`config.mk`:
```
export PLATFORM = sky130hd
export DESIGN_NAME = mem_arbiter_flat
export DESIGN_NICKNAME = d
export VERILOG_FILES = /design/src/rtl/lc3_mem_pkg.sv /design/src/rtl/mem_arbiter_if.sv /design/src/rtl/mem_watchdog.sv /design/src/rtl/mem_arbiter.sv /design/src/flat_wrapper.sv
export SDC_FILE = /design/constraint.sdc
export NUM_CORES = 1
export LEC_CHECK = 0
export BUFFER_PORTS_ARGS = -buffer_cell sky130_fd_sc_hd__buf_2
export CAP_MARGIN = 30
export CORE_MARGIN = 3
export CORE_UTILIZATION = 45
export CTS_BUF_LIST = sky130_fd_sc_hd__clkbuf_2
export CTS_CLUSTER_SIZE = 30
export DETAILED_ROUTE_END_ITERATION = 16
export PLACE_DENSITY = 0.88
export SYNTH_ARGS = -nofsm -noshare
export SYNTH_HDL_FRONTEND = slang
export SYNTH_SLANG_ARGS = --single-unit
```
`constraint.sdc`:
```
create_clock -name clk -period 2.45 [get_ports clk]
set_input_delay 0.49 -clock clk [delete_from_list [all_inputs] [get_ports clk]]
set_output_delay 0.49 -clock clk [all_outputs]
set_load 0.01 [all_outputs]
```
`src/rtl/lc3_mem_pkg.sv`:
```
// Shared types for the LC-3 memory arbiter: data-port access modes, arbiter
// FSM states and bus-owner encodings.
package lc3_mem_pkg;

    typedef enum logic [2:0] {
        READ_MEM        = 3'd0,
        READ_MEM_INDIR  = 3'd1,
        WRITE_MEM       = 3'd2,
        INIT_STATE      = 3'd3,
        WRITE_MEM_INDIR = 3'd4
    } mem_state_t;

    typedef enum logic [2:0] {
        IDLE,
        I_ACC,
        D_RD,
        D_PTR,
        D_IND,
        D_WR,
        DONE
    } arb_state_t;

    typedef enum logic [1:0] {
        OWNER_NONE  = 2'd0,
        OWNER_INSTR = 2'd1,
        OWNER_DATA  = 2'd2
    } owner_t;

    // States in which the memory is being driven and mem_rdy is meaningful.
    function automatic logic is_access(arb_state_t s);
        return (s == I_ACC) || (s == D_RD) || (s == D_PTR) ||
               (s == D_IND) || (s == D_WR);
    endfunction

endpackage

```
`src/rtl/mem_arbiter_if.sv`:
```
// Fetch port, data port and memory-side bus of the arbiter. The arbiter
// uses the slave modport; the CPU/memory side uses master.
interface mem_arbiter_if;

    logic        i_req;
    logic [15:0] i_addr;
    logic        complete_instr;
    logic [15:0] i_rdata;

    logic        d_req;
    logic [2:0]  d_mode;
    logic [15:0] d_addr;
    logic [15:0] d_wdata;
    logic        complete_data;
    logic [15:0] d_rdata;

    logic        mem_en;
    logic        mem_we;
    logic [15:0] mem_addr;
    logic [15:0] mem_din;
    logic [15:0] mem_dout;
    logic        mem_rdy;

    logic [1:0]  owner;
    logic        mem_err;

    modport slave (
        input  i_req, i_addr, d_req, d_mode, d_addr, d_wdata, mem_dout, mem_rdy,
        output complete_instr, i_rdata, complete_data, d_rdata,
               mem_en, mem_we, mem_addr, mem_din, owner, mem_err
    );

    modport master (
        output i_req, i_addr, d_req, d_mode, d_addr, d_wdata, mem_dout, mem_rdy,
        input  complete_instr, i_rdata, complete_data, d_rdata,
               mem_en, mem_we, mem_addr, mem_din, owner, mem_err
    );

endinterface

```
`src/rtl/mem_watchdog.sv`:
```
// Per-phase cycle counter; expired is high in the TIMEOUT_CYCLES-th cycle
// since the last clear. Saturates until cleared again.
module mem_watchdog #(
    parameter int TIMEOUT_CYCLES = 16
) (
    input  logic clk,
    input  logic rst,
    input  logic clear,
    output logic expired
);

    localparam int CW = $clog2(TIMEOUT_CYCLES + 1);

    logic [CW-1:0] cnt_q;

    assign expired = (cnt_q == CW'(TIMEOUT_CYCLES - 1));

    always_ff @(posedge clk) begin
        if (rst || clear) begin
            cnt_q <= '0;
        end else if (!expired) begin
            cnt_q <= cnt_q + CW'(1);
        end
    end

endmodule

```
`src/rtl/mem_arbiter.sv`:
```
// Single-port memory arbiter between instruction fetch and data access, with
// indirect modes. Define MEM_TIMEOUT_EN to abort stalled phases via mem_watchdog.
module mem_arbiter
    import lc3_mem_pkg::*;
#(
    parameter int TIMEOUT_CYCLES = 16
) (
    input  logic          clk,
    input  logic          rst,
    mem_arbiter_if.slave  bus
);

    arb_state_t  state_q, state_d;
    owner_t      owner_q;
    logic [2:0]  mode_q;
    logic [15:0] mem_addr_q;
    logic [15:0] mem_din_q;
    logic [15:0] i_rdata_q;
    logic [15:0] d_rdata_q;
    logic        mem_err_q;
    logic        timeout;

`ifdef MEM_TIMEOUT_EN
    logic wd_expired;

    // Any state change starts a fresh phase, so the count restarts there.
    mem_watchdog #(.TIMEOUT_CYCLES(TIMEOUT_CYCLES)) u_watchdog (
        .clk     (clk),
        .rst     (rst),
        .clear   (state_d != state_q),
        .expired (wd_expired)
    );

    assign timeout = wd_expired && is_access(state_q);
`else
    assign timeout = 1'b0;
`endif

    // NOTE: every variable gets a default before the case so no path leaves it
    // unassigned; otherwise synthesis infers a latch.
    always_comb begin
        state_d = state_q;
        unique case (state_q)
            IDLE: begin
                if (bus.d_req) begin
                    case (bus.d_mode)
                        READ_MEM:                        state_d = D_RD;
                        READ_MEM_INDIR, WRITE_MEM_INDIR: state_d = D_PTR;
                        WRITE_MEM:                       state_d = D_WR;
                        default:                         state_d = DONE;
                    endcase
                end else if (bus.i_req) begin
                    state_d = I_ACC;
                end
            end
            I_ACC, D_RD, D_IND, D_WR: begin
                if (bus.mem_rdy || timeout) state_d = DONE;
            end
            D_PTR: begin
                if (bus.mem_rdy)    state_d = D_IND;
                else if (timeout)   state_d = DONE;
            end
            DONE:    state_d = IDLE;
            default: state_d = IDLE;
        endcase
    end

    // NOTE: synchronous reset lives inside the clocked block, and all state
    // uses non-blocking assignment so every register sees pre-edge values.
    always_ff @(posedge clk) begin
        if (rst) begin
            state_q    <= IDLE;
            owner_q    <= OWNER_NONE;
            mode_q     <= 3'd0;
            mem_addr_q <= 16'h0000;
            mem_din_q  <= 16'h0000;
            i_rdata_q  <= 16'h0000;
            d_rdata_q  <= 16'h0000;
            mem_err_q  <= 1'b0;
        end else begin
            state_q   <= state_d;
            mem_err_q <= 1'b0;
            case (state_q)
                IDLE: begin
                    if (bus.d_req) begin
                        owner_q    <= OWNER_DATA;
                        mode_q     <= bus.d_mode;
                        mem_addr_q <= bus.d_addr;
                        mem_din_q  <= bus.d_wdata;
                    end else if (bus.i_req) begin
                        owner_q    <= OWNER_INSTR;
                        mem_addr_q <= bus.i_addr;
                    end
                end
                I_ACC: begin
                    if (bus.mem_rdy) begin
                        i_rdata_q <= bus.mem_dout;
                    end else if (timeout) begin
                        i_rdata_q <= 16'h0000;
                        mem_err_q <= 1'b1;
                    end
                end
                D_RD: begin
                    if (bus.mem_rdy) begin
                        d_rdata_q <= bus.mem_dout;
                    end else if (timeout) begin
                        d_rdata_q <= 16'h0000;
                        mem_err_q <= 1'b1;
                    end
                end
                D_PTR: begin
                    // The pointer becomes the address of the second phase.
                    if (bus.mem_rdy) begin
                        mem_addr_q <= bus.mem_dout;
                    end else if (timeout) begin
                        mem_err_q <= 1'b1;
                        if (mode_q == READ_MEM_INDIR) d_rdata_q <= 16'h0000;
                    end
                end
                D_IND: begin
                    if (bus.mem_rdy) begin
                        if (mode_q == READ_MEM_INDIR) d_rdata_q <= bus.mem_dout;
                    end else if (timeout) begin
                        mem_err_q <= 1'b1;
                        if (mode_q == READ_MEM_INDIR) d_rdata_q <= 16'h0000;
                    end
                end
                D_WR: begin
                    if (!bus.mem_rdy && timeout) mem_err_q <= 1'b1;
                end
                DONE:    owner_q <= OWNER_NONE;
                default: ;
            endcase
        end
    end

    assign bus.mem_en         = is_access(state_q);
    assign bus.mem_we         = (state_q == D_WR) ||
                                ((state_q == D_IND) && (mode_q == WRITE_MEM_INDIR));
    assign bus.mem_addr       = mem_addr_q;
    assign bus.mem_din        = mem_din_q;
    assign bus.complete_instr = (state_q == DONE) && (owner_q == OWNER_INSTR);
    assign bus.complete_data  = (state_q == DONE) && (owner_q == OWNER_DATA);
    assign bus.i_rdata        = i_rdata_q;
    assign bus.d_rdata        = d_rdata_q;
    assign bus.owner          = owner_q;
    assign bus.mem_err        = mem_err_q;

endmodule

```
`src/flat_wrapper.sv`:
```
// flat-port wrapper written by rule: the top's interface ports become plain ports
module mem_arbiter_flat import lc3_mem_pkg::*;
#(
    parameter int TIMEOUT_CYCLES = 16
)
  (clk, rst, bus_i_req, bus_i_addr, bus_d_req, bus_d_mode, bus_d_addr, bus_d_wdata, bus_mem_dout, bus_mem_rdy, bus_complete_instr, bus_i_rdata, bus_complete_data, bus_d_rdata, bus_mem_en, bus_mem_we, bus_mem_addr, bus_mem_din, bus_owner, bus_mem_err);
  mem_arbiter_if bus_i ();
  input  logic clk;
  input  logic rst;
  input wire logic [$bits(bus_i.i_req)-1:0] bus_i_req;
  input wire logic [$bits(bus_i.i_addr)-1:0] bus_i_addr;
  input wire logic [$bits(bus_i.d_req)-1:0] bus_d_req;
  input wire logic [$bits(bus_i.d_mode)-1:0] bus_d_mode;
  input wire logic [$bits(bus_i.d_addr)-1:0] bus_d_addr;
  input wire logic [$bits(bus_i.d_wdata)-1:0] bus_d_wdata;
  input wire logic [$bits(bus_i.mem_dout)-1:0] bus_mem_dout;
  input wire logic [$bits(bus_i.mem_rdy)-1:0] bus_mem_rdy;
  output wire logic [$bits(bus_i.complete_instr)-1:0] bus_complete_instr;
  output wire logic [$bits(bus_i.i_rdata)-1:0] bus_i_rdata;
  output wire logic [$bits(bus_i.complete_data)-1:0] bus_complete_data;
  output wire logic [$bits(bus_i.d_rdata)-1:0] bus_d_rdata;
  output wire logic [$bits(bus_i.mem_en)-1:0] bus_mem_en;
  output wire logic [$bits(bus_i.mem_we)-1:0] bus_mem_we;
  output wire logic [$bits(bus_i.mem_addr)-1:0] bus_mem_addr;
  output wire logic [$bits(bus_i.mem_din)-1:0] bus_mem_din;
  output wire logic [$bits(bus_i.owner)-1:0] bus_owner;
  output wire logic [$bits(bus_i.mem_err)-1:0] bus_mem_err;
  assign bus_i.i_req = bus_i_req;
  assign bus_i.i_addr = bus_i_addr;
  assign bus_i.d_req = bus_d_req;
  assign bus_i.d_mode = bus_d_mode;
  assign bus_i.d_addr = bus_d_addr;
  assign bus_i.d_wdata = bus_d_wdata;
  assign bus_i.mem_dout = bus_mem_dout;
  assign bus_i.mem_rdy = bus_mem_rdy;
  assign bus_complete_instr = bus_i.complete_instr;
  assign bus_i_rdata = bus_i.i_rdata;
  assign bus_complete_data = bus_i.complete_data;
  assign bus_d_rdata = bus_i.d_rdata;
  assign bus_mem_en = bus_i.mem_en;
  assign bus_mem_we = bus_i.mem_we;
  assign bus_mem_addr = bus_i.mem_addr;
  assign bus_mem_din = bus_i.mem_din;
  assign bus_owner = bus_i.owner;
  assign bus_mem_err = bus_i.mem_err;
  mem_arbiter #(.TIMEOUT_CYCLES(TIMEOUT_CYCLES)) u_core (.clk(clk), .rst(rst), .bus(bus_i));
endmodule
```
==> flow_summary.json <==
{
  "start_util": 0.4701,
  "port_buffers": 141,
  "synth-edff-count": 0,
  "insertion_delay_ps": 510,
  "yosysWarningCount": 0,
  "r2r_cells": 5,
  "critPathMaxFanout": 17,
  "grt_max_degree": 55,
  "yosysSeqAreaShare": 0.4463,
  "dpl_worst_slack_ps": 375.9,
  "die_w_um": 90.72,
  "finalHoldViolCount": 0,
  "root_buffer": "clkbuf_2",
  "utilization": 0.5898,
  "grt_first_pass_wirelength_mm": 14.52,
  "rr_startpoint": "u_core.state_q[2]",
  "drcViolationCount": 0,
  "fin_setup_tns_ps": 0,
  "status": "finished, final reports clean",
  "cts_setup_buffers": 0,
  "route.vias.total": 3202,
  "grt_pass1_vias": 2994,
  "syn_to_final_growth_pct": 25.46,
  "nFillCells": 627,
  "clkSinkCount": 72,
  "die_h_um": 90.72,
  "relSlewSlack": 0.3290,
  "ios": 143,
  "grt-ovfl-total": 0,
  "yosysTopAreaCell": "dfxtp_1",
  "min_period_ps": 2213,
  "core_region_area_um2": 6869,
  "worst_pin_slew_ps": 1006,
  "stdcell_count": 619,
  "cp-start-kind": "register",
  "ant_nets": 0,
  "wl_per_cell_um": 14.63,
  "critPathKind": "reg2out",
  "min-delay-start": "bus_d_wdata[5]",
  "drv_slew": 0,
  "avgViaCountPerCell": 5.173,
  "cts_buffers": 9,
  "p_per_area_nw_per_um2": 876.4,
  "path_clk_slew_ps": 210,
  "finalSetupViolations": 0,
  "rsz0062_at_grt": "false",
  "synth_cell_types": 37,
  "syn_area_um2": 3229,
  "dr.pass1.iters": 5,
  "routed_wl_mm": 9.056,
  "fin_skew_ps": 30.81,
  "place.detailed.hpwl_mm": 6.686,
  "drive_gt1_frac": 0.3193,
  "min_path_type": "in2reg",
  "antenna_cells": 0,
  "placed_cells": 603,
  "min_to": "u_core.bus.mem_din[5]",
  "critPathRequiredTime_ps": 1960,
  "yosys_register_bits": 72,
  "synthTopCellsByArea": "dfxtp_1 (45%), nand2_1 (12%), mux2i_1 (9.9%)",
  "antenna_found_initial": 0,
  "peakVddDrop_mv": 0.3781,
  "syn_nets": 466,
  "place.gp.congestion": 0.8974,
  "cts_resized": 0,
  "r2r_setup_slack_ps": 300,
  "nNetsFinal": 590,
  "holdWs_ps": 198.2,
  "whs_path_depth": 3,
  "max_freq_mhz": 451.8,
  "maxCapViolCount": 0,
  "syn_avg_cell_area_um2": 8.196,
  "cts_buffer_depth": 2,
  "period_share": 0.9033,
  "cts_hold_buf": 0,
  "htree_levels": 3,
  "p_leak_nw": 1.861,
  "cts_tree": "done",
  "end_kind": "primary output",
  "cp_data_arrival_time_ps": 1720,
  "dr.first_iter.drc_count": 322,
  "netlist.area_leader.share": 0.4463,
  "syn-instance-count": 394,
  "ys.flop_type": "dfxtp_1",
  "track_usage": 0.2147,
  "setup_slack_ps": 236.8,
  "dieArea_um2": 8229,
  "rows": 30,
  "r2r-end": "u_core.bus.mem_addr[2]",
  "ys_async_sr_fraction": 0
}
cells in the mapped netlist (2+ instances only):
cell type,instances
a2111o_1,16
a21oi_1,56
a31oi_1,2
and2_1,2
buf_2,8
buf_4,6
buf_6,2
clkbuf_1,18
dfxtp_1,72
inv_1,3
mux2i_1,32
nand2_1,105
nand2b_1,3
nor2_1,24
nor2b_1,2
nor3b_1,3
o21ai_0,20
cells in the final DEF (no fill, tap or decap), drive strengths merged, types with 2 or more instances in the layout:
cell type	n
a2111o	16
a21oi	56
a31oi	2
and2	2
buf	147
clkbuf	9
clkinv	3
dfxtp	72
inv	7
mux2i	32
nand2	105
nand2b	3
nor2	24
nor2b	2
nor3b	3
o21ai	21
layer usage:
| metal | up-vias | GRT usage | wire length (um) |
|---|---|---|---|
| li1 | 1605 | - | - |
| met3 | 17 | 0.04750 | 651 |
| met4 | 0 | 0.09184 | 216 |
| met2 | 131 | 0.3354 | 4267 |
| met1 | 1449 | 0.2847 | 3920 |
| met5 | - | 0 | 0 |
report_power, final:
group          leakage [nW]  switching, mW  internal, mW
clock                0.0775          0.447         0.248
combinational          1.20          0.772         0.530
sequential            0.587          0.153          1.40
critical path, stage by stage, from the launching register on:
cell,delay [ps]
dfxtp_1,370
buf_4,200
and2_1,200
nand2b_1,110
nor3b_1,200
buf_2,160
worst max path at each step:
stage,startpoint,endpoint,slack [ps]
after floorplan,u_core.state_q[1],bus_complete_data,790
after global placement,bus_d_req,u_core.bus.mem_addr[8],470
after detailed placement,bus_d_req,u_core.bus.mem_addr[11],380
after CTS,u_core.state_q[1],bus_complete_data,200
after global routing,u_core.state_q[1],bus_complete_instr,0.2
final,u_core.state_q[1],bus_complete_data,240
final cells by class:
| type | count | area [um2] | area share |
|---|---|---|---|
| inverter | 4 | 15.01 | 0.003706 |
| multi-input combinational | 284 | 1604 | 0.3959 |
| timing repair buffer | 147 | 750.7 | 0.1853 |
| sequential | 72 | 1441 | 0.3558 |
| clock inverter | 7 | 75.07 | 0.01853 |
| tap | 96 | 120.1 | 0.02965 |
| clock buffer | 9 | 45.04 | 0.01112 |
cell families (layout without fill, tap and decap cells):
group	after synthesis	count (layout)	synth area share
simple gates	148	148	0.1937
other cells	1	1	0.001161
compound gates	102	102	0.1980
mux	32	32	0.09919
xor+xnor	1	1	0.002713
buf+inv	38	167	0.05889
flops	72	72	0.4463
sequential cells by signal (all words and copies together) (netlist names):
signal	flops
u_core.bus.mem_addr	16
u_core.mode_q	3
u_core.state_q	3
u_core.bus.mem_din	16
u_core.bus.d_rdata	16
u_core.bus.i_rdata	16
u_core.bus.owner	2
per-stage QoR:
step	cell area, um2	power, mW
after floorplan	3229	2.463
after detailed placement	3931	2.871
after CTS	4051	3.563
after global placement	3931	2.813
final	4051	3.551
after global routing	4051	3.798
Power figures use the tool's default switching activity.
